$ cat config.mk
export PLATFORM = sky130hd
export DESIGN_NAME = axis_iq_demod_flat
export DESIGN_NICKNAME = d
export VERILOG_FILES = /design/src/rtl/axis_iq_demod_pkg.sv /design/src/rtl/axis_iq_demod_if.sv /design/src/rtl/axis_iq_demod_mac_channel.sv /design/src/rtl/axis_iq_demod.sv /design/src/flat_wrapper.sv
export SDC_FILE = /design/constraint.sdc
export NUM_CORES = 2
export LEC_CHECK = 0
export CAP_MARGIN = 20
export CORE_UTILIZATION = 35
export DETAILED_ROUTE_END_ITERATION = 8
export GPL_ROUTABILITY_DRIVEN = 0
export PLACE_DENSITY = 0.55
export SLEW_MARGIN = 30
export SYNTH_ARGS = -nofsm -noshare
export SYNTH_HDL_FRONTEND = slang
export SYNTH_SLANG_ARGS = --single-unit
$ cat constraint.sdc
create_clock -name clk -period 7.9 [get_ports clk]
set_input_delay 1.975 -clock clk [delete_from_list [all_inputs] [get_ports clk]]
set_output_delay 1.975 -clock clk [all_outputs]
set_load 0.01 [all_outputs]
$ cat src/rtl/axis_iq_demod_pkg.sv
// Shared constants and types for the AXI-Stream I/Q demodulator.
// Field positions describe the packed NCO word {2'b0, SINE, 2'b0, COS}.
package axis_iq_demod_pkg;

  localparam int NCO_TDATA_WIDTH = 32;
  localparam int ADC_TDATA_WIDTH = 16;
  localparam int OUT_WIDTH       = 32;
  localparam int IQ_TDATA_WIDTH  = 2 * OUT_WIDTH;
  localparam int SIN_LSB         = 16;
  localparam int COS_LSB         = 0;

  typedef struct packed {
    logic signed [OUT_WIDTH-1:0] q;
    logic signed [OUT_WIDTH-1:0] i;
  } iq_word_t;

endpackage

$ cat src/rtl/axis_iq_demod_if.sv
// Stream bundle between the demodulator and its environment.
// The slave modport is the demodulator's view; master is the environment's.
interface axis_iq_demod_if;
  import axis_iq_demod_pkg::*;

  logic [NCO_TDATA_WIDTH-1:0] S_AXIS_NCO_TDATA;
  logic                       S_AXIS_NCO_TVALID;
  logic [ADC_TDATA_WIDTH-1:0] S_AXIS_ADC_TDATA;
  logic                       S_AXIS_ADC_TVALID;
  logic [IQ_TDATA_WIDTH-1:0]  M_AXIS_IQ_TDATA;
  logic                       M_AXIS_IQ_TVALID;
  logic                       M_AXIS_IQ_TREADY;
  logic                       OVERRUN;

  modport slave (
    input  S_AXIS_NCO_TDATA, S_AXIS_NCO_TVALID,
    input  S_AXIS_ADC_TDATA, S_AXIS_ADC_TVALID,
    input  M_AXIS_IQ_TREADY,
    output M_AXIS_IQ_TDATA, M_AXIS_IQ_TVALID, OVERRUN
  );

  modport master (
    output S_AXIS_NCO_TDATA, S_AXIS_NCO_TVALID,
    output S_AXIS_ADC_TDATA, S_AXIS_ADC_TVALID,
    output M_AXIS_IQ_TREADY,
    input  M_AXIS_IQ_TDATA, M_AXIS_IQ_TVALID, OVERRUN
  );

endinterface

$ cat src/rtl/axis_iq_demod_mac_channel.sv
// One demodulator arm: registered product, block accumulator and truncated mean.
// The accumulator is wide enough that a full block of extreme products cannot overflow.
module iq_mac_channel
  import axis_iq_demod_pkg::*;
#(
  parameter int AMPLITUDE_BITS = 14,
  parameter int ADC_BITS       = 14,
  parameter int DECIM_LOG2     = 8
) (
  input  logic                             clk,
  input  logic                             rst_n,
  input  logic signed [ADC_BITS-1:0]       sample_i,
  input  logic signed [AMPLITUDE_BITS-1:0] ref_i,
  input  logic                             prod_en_i,
  input  logic                             acc_en_i,
  input  logic                             dump_i,
  output logic signed [OUT_WIDTH-1:0]      mean_o
);

  localparam int PROD_W = ADC_BITS + AMPLITUDE_BITS;
  localparam int ACC_W  = PROD_W + DECIM_LOG2;

  logic signed [PROD_W-1:0]    prod_q, prod_d;
  logic signed [ACC_W-1:0]     acc_q, acc_d;
  logic signed [ACC_W-1:0]     sum, shifted;
  logic signed [OUT_WIDTH-1:0] mean_q, mean_d;

  // NOTE: every output of a combinational block gets a default first, so no path infers a latch.
  always_comb begin
    prod_d  = prod_q;
    acc_d   = acc_q;
    mean_d  = mean_q;
    sum     = acc_q + ACC_W'(prod_q);
    shifted = sum >>> DECIM_LOG2;
    if (prod_en_i) prod_d = sample_i * ref_i;
    if (acc_en_i) begin
      if (dump_i) begin
        acc_d  = '0;
        mean_d = OUT_WIDTH'(shifted);
      end else begin
        acc_d = sum;
      end
    end
  end

  // NOTE: state uses non-blocking assignments so every flop samples pre-edge values.
  always_ff @(posedge clk or negedge rst_n) begin
    if (!rst_n) begin
      prod_q <= '0;
      acc_q  <= '0;
      mean_q <= '0;
    end else begin
      prod_q <= prod_d;
      acc_q  <= acc_d;
      mean_q <= mean_d;
    end
  end

  assign mean_o = mean_q;

endmodule

$ cat src/rtl/axis_iq_demod.sv
// I/Q demodulator: multiplies ADC samples by NCO cos/sin and outputs block means.
// Pipeline: input register, product, accumulate/dump, output register with handshake.
module axis_iq_demod
  import axis_iq_demod_pkg::*;
#(
  parameter int AMPLITUDE_BITS = 14,
  parameter int ADC_BITS       = 14,
  parameter int DECIM_LOG2     = 8
) (
  input logic                 clk,
  input logic                 rst_n,
  axis_iq_demod_if.slave      axis_if
);

  localparam logic [DECIM_LOG2-1:0] CNT_LAST = '1;

  logic                             accept;
  logic                             s1_valid_q, s1_valid_d;
  logic signed [AMPLITUDE_BITS-1:0] s1_sin_q, s1_sin_d;
  logic signed [AMPLITUDE_BITS-1:0] s1_cos_q, s1_cos_d;
  logic signed [ADC_BITS-1:0]       s1_adc_q, s1_adc_d;
  logic                             s2_valid_q, s2_valid_d;
  logic [DECIM_LOG2-1:0]            cnt_q, cnt_d;
  logic                             dump;
  logic                             dump_q, dump_d;
  logic signed [OUT_WIDTH-1:0]      mean_i, mean_q;
  iq_word_t                         tdata_q, tdata_d;
  logic                             tvalid_q, tvalid_d;
  logic                             overrun_q, overrun_d;
  logic                             unused_tdata_bits;

  assign accept = axis_if.S_AXIS_NCO_TVALID && axis_if.S_AXIS_ADC_TVALID;
  assign dump   = s2_valid_q && (cnt_q == CNT_LAST);
  // Padding bits of both input words are don't-care.
  assign unused_tdata_bits = ^{axis_if.S_AXIS_NCO_TDATA, axis_if.S_AXIS_ADC_TDATA};

  always_comb begin
    s1_valid_d = accept;
    s1_sin_d   = s1_sin_q;
    s1_cos_d   = s1_cos_q;
    s1_adc_d   = s1_adc_q;
    if (accept) begin
      s1_sin_d = axis_if.S_AXIS_NCO_TDATA[SIN_LSB +: AMPLITUDE_BITS];
      s1_cos_d = axis_if.S_AXIS_NCO_TDATA[COS_LSB +: AMPLITUDE_BITS];
      s1_adc_d = axis_if.S_AXIS_ADC_TDATA[ADC_BITS-1:0];
    end
    s2_valid_d = s1_valid_q;
    cnt_d      = s2_valid_q ? cnt_q + DECIM_LOG2'(1) : cnt_q;
    dump_d     = dump;
  end

  iq_mac_channel #(
    .AMPLITUDE_BITS(AMPLITUDE_BITS), .ADC_BITS(ADC_BITS), .DECIM_LOG2(DECIM_LOG2)
  ) u_chan_i (
    .clk(clk), .rst_n(rst_n), .sample_i(s1_adc_q), .ref_i(s1_cos_q),
    .prod_en_i(s1_valid_q), .acc_en_i(s2_valid_q), .dump_i(dump), .mean_o(mean_i)
  );

  iq_mac_channel #(
    .AMPLITUDE_BITS(AMPLITUDE_BITS), .ADC_BITS(ADC_BITS), .DECIM_LOG2(DECIM_LOG2)
  ) u_chan_q (
    .clk(clk), .rst_n(rst_n), .sample_i(s1_adc_q), .ref_i(s1_sin_q),
    .prod_en_i(s1_valid_q), .acc_en_i(s2_valid_q), .dump_i(dump), .mean_o(mean_q)
  );

  // A new block result wins over a pending one; losing an unread result is sticky.
  always_comb begin
    tdata_d   = tdata_q;
    tvalid_d  = tvalid_q;
    overrun_d = overrun_q;
    if (tvalid_q && axis_if.M_AXIS_IQ_TREADY) tvalid_d = 1'b0;
    if (dump_q) begin
      tdata_d  = '{q: mean_q, i: mean_i};
      tvalid_d = 1'b1;
      if (tvalid_q && !axis_if.M_AXIS_IQ_TREADY) overrun_d = 1'b1;
    end
  end

  always_ff @(posedge clk or negedge rst_n) begin
    if (!rst_n) begin
      s1_valid_q <= 1'b0;
      s1_sin_q   <= '0;
      s1_cos_q   <= '0;
      s1_adc_q   <= '0;
      s2_valid_q <= 1'b0;
      cnt_q      <= '0;
      dump_q     <= 1'b0;
      tdata_q    <= '0;
      tvalid_q   <= 1'b0;
      overrun_q  <= 1'b0;
    end else begin
      s1_valid_q <= s1_valid_d;
      s1_sin_q   <= s1_sin_d;
      s1_cos_q   <= s1_cos_d;
      s1_adc_q   <= s1_adc_d;
      s2_valid_q <= s2_valid_d;
      cnt_q      <= cnt_d;
      dump_q     <= dump_d;
      tdata_q    <= tdata_d;
      tvalid_q   <= tvalid_d;
      overrun_q  <= overrun_d;
    end
  end

  assign axis_if.M_AXIS_IQ_TDATA  = tdata_q;
  assign axis_if.M_AXIS_IQ_TVALID = tvalid_q;
  assign axis_if.OVERRUN          = overrun_q;

endmodule

$ cat src/flat_wrapper.sv
// flat-port wrapper written by rule: the top's interface ports become plain ports
module axis_iq_demod_flat import axis_iq_demod_pkg::*;
#(
  parameter int AMPLITUDE_BITS = 14,
  parameter int ADC_BITS       = 14,
  parameter int DECIM_LOG2     = 8
)
  (clk, rst_n, axis_if_S_AXIS_NCO_TDATA, axis_if_S_AXIS_NCO_TVALID, axis_if_S_AXIS_ADC_TDATA, axis_if_S_AXIS_ADC_TVALID, axis_if_M_AXIS_IQ_TREADY, axis_if_M_AXIS_IQ_TDATA, axis_if_M_AXIS_IQ_TVALID, axis_if_OVERRUN);
  axis_iq_demod_if axis_if_i ();
  input logic clk;
  input logic rst_n;
  input wire logic [$bits(axis_if_i.S_AXIS_NCO_TDATA)-1:0] axis_if_S_AXIS_NCO_TDATA;
  input wire logic [$bits(axis_if_i.S_AXIS_NCO_TVALID)-1:0] axis_if_S_AXIS_NCO_TVALID;
  input wire logic [$bits(axis_if_i.S_AXIS_ADC_TDATA)-1:0] axis_if_S_AXIS_ADC_TDATA;
  input wire logic [$bits(axis_if_i.S_AXIS_ADC_TVALID)-1:0] axis_if_S_AXIS_ADC_TVALID;
  input wire logic [$bits(axis_if_i.M_AXIS_IQ_TREADY)-1:0] axis_if_M_AXIS_IQ_TREADY;
  output wire logic [$bits(axis_if_i.M_AXIS_IQ_TDATA)-1:0] axis_if_M_AXIS_IQ_TDATA;
  output wire logic [$bits(axis_if_i.M_AXIS_IQ_TVALID)-1:0] axis_if_M_AXIS_IQ_TVALID;
  output wire logic [$bits(axis_if_i.OVERRUN)-1:0] axis_if_OVERRUN;
  assign axis_if_i.S_AXIS_NCO_TDATA = axis_if_S_AXIS_NCO_TDATA;
  assign axis_if_i.S_AXIS_NCO_TVALID = axis_if_S_AXIS_NCO_TVALID;
  assign axis_if_i.S_AXIS_ADC_TDATA = axis_if_S_AXIS_ADC_TDATA;
  assign axis_if_i.S_AXIS_ADC_TVALID = axis_if_S_AXIS_ADC_TVALID;
  assign axis_if_i.M_AXIS_IQ_TREADY = axis_if_M_AXIS_IQ_TREADY;
  assign axis_if_M_AXIS_IQ_TDATA = axis_if_i.M_AXIS_IQ_TDATA;
  assign axis_if_M_AXIS_IQ_TVALID = axis_if_i.M_AXIS_IQ_TVALID;
  assign axis_if_OVERRUN = axis_if_i.OVERRUN;
  axis_iq_demod #(.AMPLITUDE_BITS(AMPLITUDE_BITS), .ADC_BITS(ADC_BITS), .DECIM_LOG2(DECIM_LOG2)) u_core (.clk(clk), .rst_n(rst_n), .axis_if(axis_if_i));
endmodule
==> impl_metrics.ini <==
[status]
status = complete, no violations

[critical_path]
critPathBufInv = 4
critPathSlowestCell = fa_1
crit_type = register to register
reg2reg_depth = 20
critPathMaxStageDelay_ns = 0.76
critPathArrivalTime_ns = 7.37
crit_chain = and2_1, fa_1, inv_1, fa_1, inv_1, fa_1, fa_1, fa_1, inv_1, fa_1, inv_1, ha_1, nand2_1, nor3_1, o311ai_1, o2111ai_1, a2111oi_0, o41ai_1, xor2_1, mux2_2
start_kind = register
crit_top_cell = fa_1
required_ns = 8.34
cp_top_family = adder cells
worst-path-stages = 20
cp-end-kind = register
cp_max_fo = 15

[clocking]
clock_path_buffers = 3
ctsHoldBuffers = 0
clkTransAtPathRegs_ns = 0.06
cts_setup_buffers = 0
cts_resized = 0
clock-sinks = 295
cts_buffers = 38
cts-root-buf = clkbuf_16
cts_max_level = 2
cts_tree = built
insertion_delay_ns = 0.56

[min_path]
holdPathStages = 1
hp-class = register to register

[die]
die-area_um2 = 84800
die_y_um = 291
initial_core_util = 0.355
die_w_um = 291
io_pins = 119
core_um2 = 82400
row_count = 105

[sta]
skew_ns = 0.0141
min_period_ns = 6.93
hold_slack_ns = 0.465
worst_pin_slew_ns = 0.894
hold_violations = 0
slew_violations = 0
rsz0062_at_grt = no
timing.final.ws_setup_ns = 0.968
finalCritPeriodShare = 0.878
slew_headroom = 0.404
max_freq_mhz = 144
setup_tns_ns = 0
setup_viol = 0

[route]
routed_wl_um = 66600
drtIter0Drc = 921
vias = 19600
drc = 0
drtPass1Iterations = 5
viasPerCell = 4.83
wl_per_cell_um = 16.4
detail-route-antenna-nets = 0

[placement]
hpwl_um = 51400
dpl-instance-area_um2 = 31500
dpl_worst_slack_ns = 0.945
port_buffers = 112

[synth]
ys_seq_area_frac = 0.252
ys_warn_count = 0
syn_inst = 2915
synth_async_sr_flop_share = 1.00
netlist_area_um2 = 29300
synth_edf_count = 0
synth_common_cells = inv_1 (474), fa_1 (392), dfrtp_1 (295)
synth_area_leader_cell = fa_1
syn_nets = 3565
synth_seq_cells = 295
yosys-top-cells-area = fa_1 (27%), dfrtp_1 (25%), ha_1 (8.8%), inv_1 (6.1%), mux2_2 (5.3%)
synth.avg_cell_area_um2 = 10.0
yosysMostFrequentCell = inv_1
synth_cell_types = 72
yosys_most_used_dff = dfrtp_1
synth_top_area_share = 0.268

[global_route]
grt.total_usage = 0.164
grt_pass1_wl_um = 113000
overflow = 0
grt_max_degree = 132
antenna_found_initial = 0
first_global_vias = 21100

[job]
drv_cap = 0

[finish]
nets = 3621
area_growth_syn_to_layout_pct = 12.1
antennaDiodeCount = 0
final_cell_area_um2 = 32800
drive_above_1_share = 0.0831
[kinds of logic (layout without fill, tap and decap cells)]
family          count (synthesis)  after routing  synth area share
buf+inv                       602            685            0.0782
xor+xnor                      122            122            0.0370
compound gates                462            462             0.107
mux                           137            137            0.0527
flops                         295            295             0.252
fa+ha+maj                     597            597             0.356
simple gates                  700            700             0.117
[area by class of cell]
class	count	area, µm²
clock buffers	50	1080
clock inverters	17	250
fillers	8138	49500
inverters	478	1790
multi-input cells	2018	19600
flip-flops and latches	295	7390
well taps	1070	1340
repair buffers	140	1360
[flip-flops by register name, summed over array words and instances, names as in the netlist, 8 cells and up]
signal	count
u_core.u_chan_i.mean_o	28
u_core.u_chan_q.mean_o	28
u_core.s1_cos_q	14
u_core.u_chan_q.acc_q	36
u_core.s1_adc_q	14
u_core.cnt_q	8
u_core.u_chan_i.prod_q	28
u_core.u_chan_i.acc_q	36
u_core.s1_sin_q	14
u_core.u_chan_q.prod_q	28
u_core.axis_if.M_AXIS_IQ_TDATA	56
[through the flow]
stage               cells   util
floorplan            2915      -
global placement     4001  0.382
detailed placement   4001  0.382
CTS                  4068  0.398
global route         4068  0.399
finish               4068  0.399
[worst paths after layout]
kind	from	slack [ns]	to
setup / recovery	u_core.s1_sin_q[4]$_DFFE_PN0P_	0.97	u_core.u_chan_q.prod_q[27]$_DFFE_PN0P_
hold / removal	u_core.axis_if.OVERRUN$_DFFE_PN0P_	0.47	u_core.axis_if.OVERRUN$_DFFE_PN0P_
setup reg to reg	u_core.s1_sin_q[4]$_DFFE_PN0P_	0.97	u_core.u_chan_q.prod_q[27]$_DFFE_PN0P_
hold reg to reg	u_core.axis_if.OVERRUN$_DFFE_PN0P_	0.47	u_core.axis_if.OVERRUN$_DFFE_PN0P_
max in group asynchronous	rst_n	5.48	u_core.dump_q$_DFF_PN0_
min in group asynchronous	rst_n	1.31	u_core.s1_adc_q[6]$_DFFE_PN0P_
[cell usage in the layout (no fill, tap or decap), types with 12 or more instances in the layout]
cell type and n:
clkbuf_16 39, a21o_1 53, ha_1 205, and2_1 214
nand3_1 17, nor2_1 83, dfrtp_1 291, buf_4 26
o21a_1 14, o2bb2ai_1 61, o21bai_1 14, fa_1 392
nor3_1 23, mux2_2 137, o21ai_1 30, a21oi_1 92
nand2_1 285, a31oi_1 12, clkdlybuf4s50_1 111, xor2_1 41
nand2b_1 20, inv_1 474, o21ai_0 86, xnor2_1 80
[metal layers]
layer  wire, µm  vias to the layer above  global-route usage
li1           -                     9542                   -
met1      33000                     9755               0.235
met2      30000                      277               0.265
met3       2330                       74              0.0205
met4       1360                        0              0.0387
met5          0                        -                   0
Power is not shown: default switching activity piles up to over one toggle a cycle in this logic, so the estimate is an artifact.
==> variant 1: new RTL, same flow settings <==
`prod_q` no longer has a reset.
--- a/src/rtl/axis_iq_demod_mac_channel.sv
+++ b/src/rtl/axis_iq_demod_mac_channel.sv
@@ -46,14 +46,16 @@
   // NOTE: state uses non-blocking assignments so every flop samples pre-edge values.
   always_ff @(posedge clk or negedge rst_n) begin
     if (!rst_n) begin
-      prod_q <= '0;
       acc_q  <= '0;
       mean_q <= '0;
     end else begin
-      prod_q <= prod_d;
       acc_q  <= acc_d;
       mean_q <= mean_d;
     end
+  end
+
+  always_ff @(posedge clk) begin
+    prod_q <= prod_d;
   end
 
   assign mean_o = mean_q;
Formal check against the unedited RTL: no difference found for any inputs over 10 cycles, from zero or initial values and one cycle with rst_n low; that may be too few to reach the edited logic, so the function may still have changed.
==> variant 1 against the unedited design <==
Global-route usage shrank 0.62 points. Setup slack improved by 0.18 ns. Routed wire length decreased by 3.9%. Sequential cell count stayed put. Area after synthesis down 0.57%. Cell area decreased by 0.38%. Count of clock-buffer cells in the layout grew 4. First-iteration DRC count shrank 0.76%. Critical path type unchanged.
Power is not shown: default switching activity piles up to over one toggle a cycle in this logic, so the estimate is an artifact.
==> variant 1: results (changes against the unedited design) <==
worst hold slack: 0.4709 ns (was 0.4651 ns)
via count: 19572 (was 19648)
Tightest Pin Transition: 0.9507 ns (was 0.8936 ns)
crit path max fanout: 22 (was 15)
initial drt markers: 914 (was 921)
asr flop ratio synth: 81.02% (was 100.0%)
Main synth FF type: dfrtp_1 (unchanged)
critical path's largest stage delay: 0.88 ns (was 0.76 ns)
r2r setup slk: 1.14 ns (was 0.97 ns)
max reg flops: 56 (unchanged)
GRT met3 Usage: 2.019% (was 2.054%)
Synth top cells by count: inv_1 (524), fa_1 (392), nand2_1 (271) (was inv_1 (474), fa_1 (392), dfrtp_1 (295))
first-pass GRT wire length: 108600 um (was 113000 um)
Final Net Count: 3601 (was 3621)
EDFF count, synth: 56 (was 0)
Total GRT Usage: 15.82% (was 16.44%)
area share of the largest cell type after synthesis: 26.96% (was 26.81%)
Arrival @ worst endpoint: 7.05 ns (was 7.37 ns)
Area contributors post-synth: fa_1 (27%), dfrtp_1 (21%), ha_1 (8.8%) (was fa_1 (27%), dfrtp_1 (25%), ha_1 (8.8%))
status: complete, no violations (unchanged)
Detail Placement HPWL: 48740 um (was 51410 um)
port bufs: 112 (unchanged)
layout cell share with drive strength beyond 1: 7.514% (was 8.306%)
M2 GR Usage: 24.74% (was 26.45%)
R2R depth: 19 (was 20)
syn nets: 3547 (was 3565)
pin count of the biggest net entering global routing: 145 (was 132)
Placement Cell Area: 31290 sq um (was 31500 sq um)
Layout Skew: 0.01772 ns (was 0.01407 ns)
Worst path slowest cell: dfrtp_1 (was fa_1)
==> variant 1: cell count changes after synthesis, sizes merged, moves of 7 or more <==
cell     change
o2bb2ai     -61
xor2         +7
nor3         -9
o21bai       -7
mux2        -37
inv         +49
dfrtp       -56
edfxtp      +56
nand2       -16
o22ai       +55
==> variant 1: final timing paths <==
check	from	end
max	u_core.s1_adc_q[6]	u_core.u_chan_i.prod_q[24]
min	u_core.axis_if.OVERRUN	u_core.axis_if.OVERRUN
max reg2reg	u_core.s1_adc_q[6]	u_core.u_chan_i.prod_q[24]
min reg2reg	u_core.axis_if.OVERRUN	u_core.axis_if.OVERRUN
max in group asynchronous	rst_n	u_core.u_chan_i.acc_q[16]
min in group asynchronous	rst_n	u_core.s1_sin_q[11]
==> variant 1: metrics by stage <==
step / util [%] / setup WS [ns] / instances
after floorplan: - / 1.871 / 2897
after global placement: 38.04 / 1.151 / 3979
after detailed placement: 38.04 / 1.108 / 3979
after CTS: 39.72 / 1.074 / 4050
after global routing: 39.76 / 0.6523 / 4051
final: 39.76 / 1.145 / 4053
==> variant 1: logic make-up after synthesis <==
logic type      after synthesis  share of synthesized area [%]
flops                       295                          26.33
xor+xnor                    131                          3.968
buf+inv                     650                          8.491
compound gates              450                          10.13
fa+ha+maj                   597                          35.78
mux                         100                          3.869
simple gates                674                          11.44
==> variant 1: cell type report <==
| class | instances | area, sq um |
|---|---|---|
| sequential | 295 | 7667 |
| antenna | 2 | 5.005 |
| multi-input combinational | 1952 | 18990 |
| inverter | 527 | 1978 |
| tap | 1070 | 1339 |
| clock inverter | 17 | 220.2 |
| clock buffer | 54 | 1156 |
| fill | 8199 | 49540 |
| timing repair buffer | 136 | 1343 |
==> variant 1: layer usage <==
metal	part of all wire [%]	vias up
met3	3.4	57
met2	44	241
met4	1.5	0
li1	-	9385
met5	0	-
met1	51	9889
==> variant 2: new RTL, same flow settings <==
Without the edit above. Reset style: synchronous (`rst_n`), changed in 2 clocked blocks.
--- a/src/rtl/axis_iq_demod_mac_channel.sv
+++ b/src/rtl/axis_iq_demod_mac_channel.sv
@@ -44,7 +44,7 @@
   end
 
   // NOTE: state uses non-blocking assignments so every flop samples pre-edge values.
-  always_ff @(posedge clk or negedge rst_n) begin
+  always_ff @(posedge clk) begin
     if (!rst_n) begin
       prod_q <= '0;
       acc_q  <= '0;
--- a/src/rtl/axis_iq_demod.sv
+++ b/src/rtl/axis_iq_demod.sv
@@ -76,7 +76,7 @@
     end
   end
 
-  always_ff @(posedge clk or negedge rst_n) begin
+  always_ff @(posedge clk) begin
     if (!rst_n) begin
       s1_valid_q <= 1'b0;
       s1_sin_q   <= '0;
Formal check against the unedited RTL: same outputs for any inputs over 10 cycles, from zero or initial values and one cycle with rst_n low; that may be too few to reach the edited logic, so the function may still have changed.
==> variant 2 against the unedited design <==
The flow now finishes with violations (DRC). Area after synthesis down 2.1%. Sequential cell count unchanged. Worst hold slack worse by 0.011 ns. Global-route usage up 0.62 points. Cell area down 2.3%. Setup slack better by 0.019 ns. Routed wire length up 3.2%. Via count up 8.7%. First-iteration DRC count up 7.4%. Critical path type unchanged.
Power is left out: it rests on default switching activity, and per cell area and clock period it moved more than threefold.
==> variant 2: results (changes against the unedited design) <==
crit path max fanout: 20 (was 15)
Area contributors post-synth: fa_1 (27%), dfxtp_1 (21%), ha_1 (9.0%) (was fa_1 (27%), dfrtp_1 (25%), ha_1 (8.8%))
syn nets: 3914 (was 3565)
Layout Skew: 0.02626 ns (was 0.01407 ns)
final worst-path cycle share: 87.51% (was 87.75%)
Setup crit start: u_core.s1_adc_q[7] (was u_core.s1_sin_q[4])
Final Net Count: 3945 (was 3621)
Post-Place Worst Slack: 0.9502 ns (was 0.9446 ns)
max-cap violations: 0 (unchanged)
vias in the first global route: 21441 (was 21070)
antenna fix cells: 0 (unchanged)
first-pass GRT wire length: 114700 um (was 113000 um)
layout cell share with drive strength beyond 1: 3.972% (was 8.306%)
Arrival @ worst endpoint: 7.35 ns (was 7.37 ns)
Total GRT Usage: 17.06% (was 16.44%)
status: finished, violations left (was complete, no violations)
Synth top cells by count: inv_1 (461), fa_1 (392), nand2_1 (376) (was inv_1 (474), fa_1 (392), dfrtp_1 (295))
Worst path slowest cell: dfxtp_1 (was fa_1)
Tightest Pin Transition: 0.9534 ns (was 0.8936 ns)
non-filler cells, final: 4383 (was 4068)
Detail Placement HPWL: 52310 um (was 51410 um)
Syn. warnings: 0 (unchanged)
critical path's largest stage delay: 0.94 ns (was 0.76 ns)
port bufs: 112 (unchanged)
initial antenna violation count: 0 (unchanged)
initial drt markers: 989 (was 921)
Routed WL per cell: 15.68 um (was 16.38 um)
DRC: 13 (was 0)
CTS Root Cell: clkbuf_16 (unchanged)
CP endpoint: u_core.u_chan_q.prod_q[23] (was u_core.u_chan_q.prod_q[27])
failing checks: DRC
max reg flops: 56 (unchanged)
Main synth FF type: dfxtp_1 (was dfrtp_1)
Seq/Total Area, Yosys: 20.61% (was 25.22%)
Clock Tree Buf Depth: 3 (unchanged)
pin count of the biggest net entering global routing: 98 (was 132)
clk slew on worst S/H paths: 0.06 ns (about the same)
FILL cells: 8159 (was 8138)
TritonRoute pass-1 iters: 9 (was 5)
via count: 21365 (was 19648)
Netlist cell types: 81 (was 72)
synthesized area per cell: 8.777 sq um (was 10.04 sq um)
r2r setup slk: 0.99 ns (was 0.97 ns)
hold crit path type: reg -> reg (unchanged)
CTS Buf Count: 37 (was 38)
DP Cell Count: 4315 (was 4001)
# resized after CTS: 0 (unchanged)
asr flop ratio synth: 0% (was 100.0%)
-- variant 2: changes by cell type in the layout (fill, tap and decap cells not counted), sizes merged, moves of 13 or more --
cell     before  now
dfxtp         0  295
nand2       287  376
inv         479  466
o21ai       116   68
dfrtp       295    0
nor2         83  282
a22oi         2   18
mux2        137    0
o2bb2ai      61    3
mux2i         0   88
nand3        18   40
a21oi        92  212
-- variant 2: cell type report --
class | instances | area [sq um] | area share [%]
multi-input cells | 2346 | 20380 | 63.56
flip-flops and latches | 295 | 5913 | 18.44
inverters | 465 | 1753 | 5.468
repair buffers | 150 | 1426 | 4.449
well taps | 1060 | 1326 | 4.137
clock buffers | 48 | 1039 | 3.239
clock inverters | 19 | 225.2 | 0.7025
-- variant 2: routing by layer --
| metal | track usage (%) | up-vias | wire length (um) |
|---|---|---|---|
| met5 | 0 | - | 0 |
| met4 | 3.228 | 0 | 1044 |
| met3 | 2.116 | 66 | 2619 |
| met2 | 26.56 | 350 | 29760 |
| met1 | 25.30 | 10498 | 35300 |
| li1 | - | 10451 | - |
-- variant 2: worst register-to-register path: stages (launching register included) --
cell,delay (ns)
dfxtp_1,0.94
nand2_1,0.19
fa_1,0.60
fa_1,0.46
fa_1,0.54
inv_1,0.05
fa_1,0.45
fa_1,0.49
inv_1,0.05
fa_1,0.48
inv_1,0.04
ha_1,0.34
a21oi_1,0.08
nor2b_1,0.25
a2111oi_0,0.12
or2_1,0.32
o31ai_1,0.52
a31oi_2,0.21
o21bai_1,0.28
nor4_1,0.08
a211o_1,0.29
-- variant 2: worst min path at each step --
stage	startpoint	end	slack (ns)	cells after the start
floorplan	u_core.u_chan_i.acc_q[27]	u_core.u_chan_i.acc_q[27]	0.43	2
global placement	u_core.u_chan_i.mean_o[14]	u_core.u_chan_i.mean_o[14]	0.44	2
detailed placement	u_core.u_chan_i.mean_o[23]	u_core.u_chan_i.mean_o[23]	0.45	2
CTS	u_core.u_chan_i.mean_o[23]	u_core.u_chan_i.mean_o[23]	0.46	2
global route	u_core.u_chan_q.mean_o[6]	u_core.u_chan_q.mean_o[6]	0.48	2
finish	u_core.u_chan_i.mean_o[14]	u_core.u_chan_i.mean_o[14]	0.45	2
-- variant 2: logic make-up after synthesis --
logic type                 after synthesis  share of synthesized area, %
buffers and inverters                  623                         8.303
adders and majority gates              597                         36.35
xor gates and xnor gates               128                         3.913
DFF                                    295                         20.61
and+or+nand+nor                       1032                         16.70
muxes                                   88                         3.075
AOI/OAI and AO/OA                      501                         11.05
-- variant 2: through the flow --
step                instance area [sq um]  hold WS [ns]
finish                              32060        0.4541
global route                        32060        0.4750
CTS                                 32030        0.4562
detailed placement                  30770        0.4480
global placement                    30770        0.4434
floorplan                           28650        0.4291
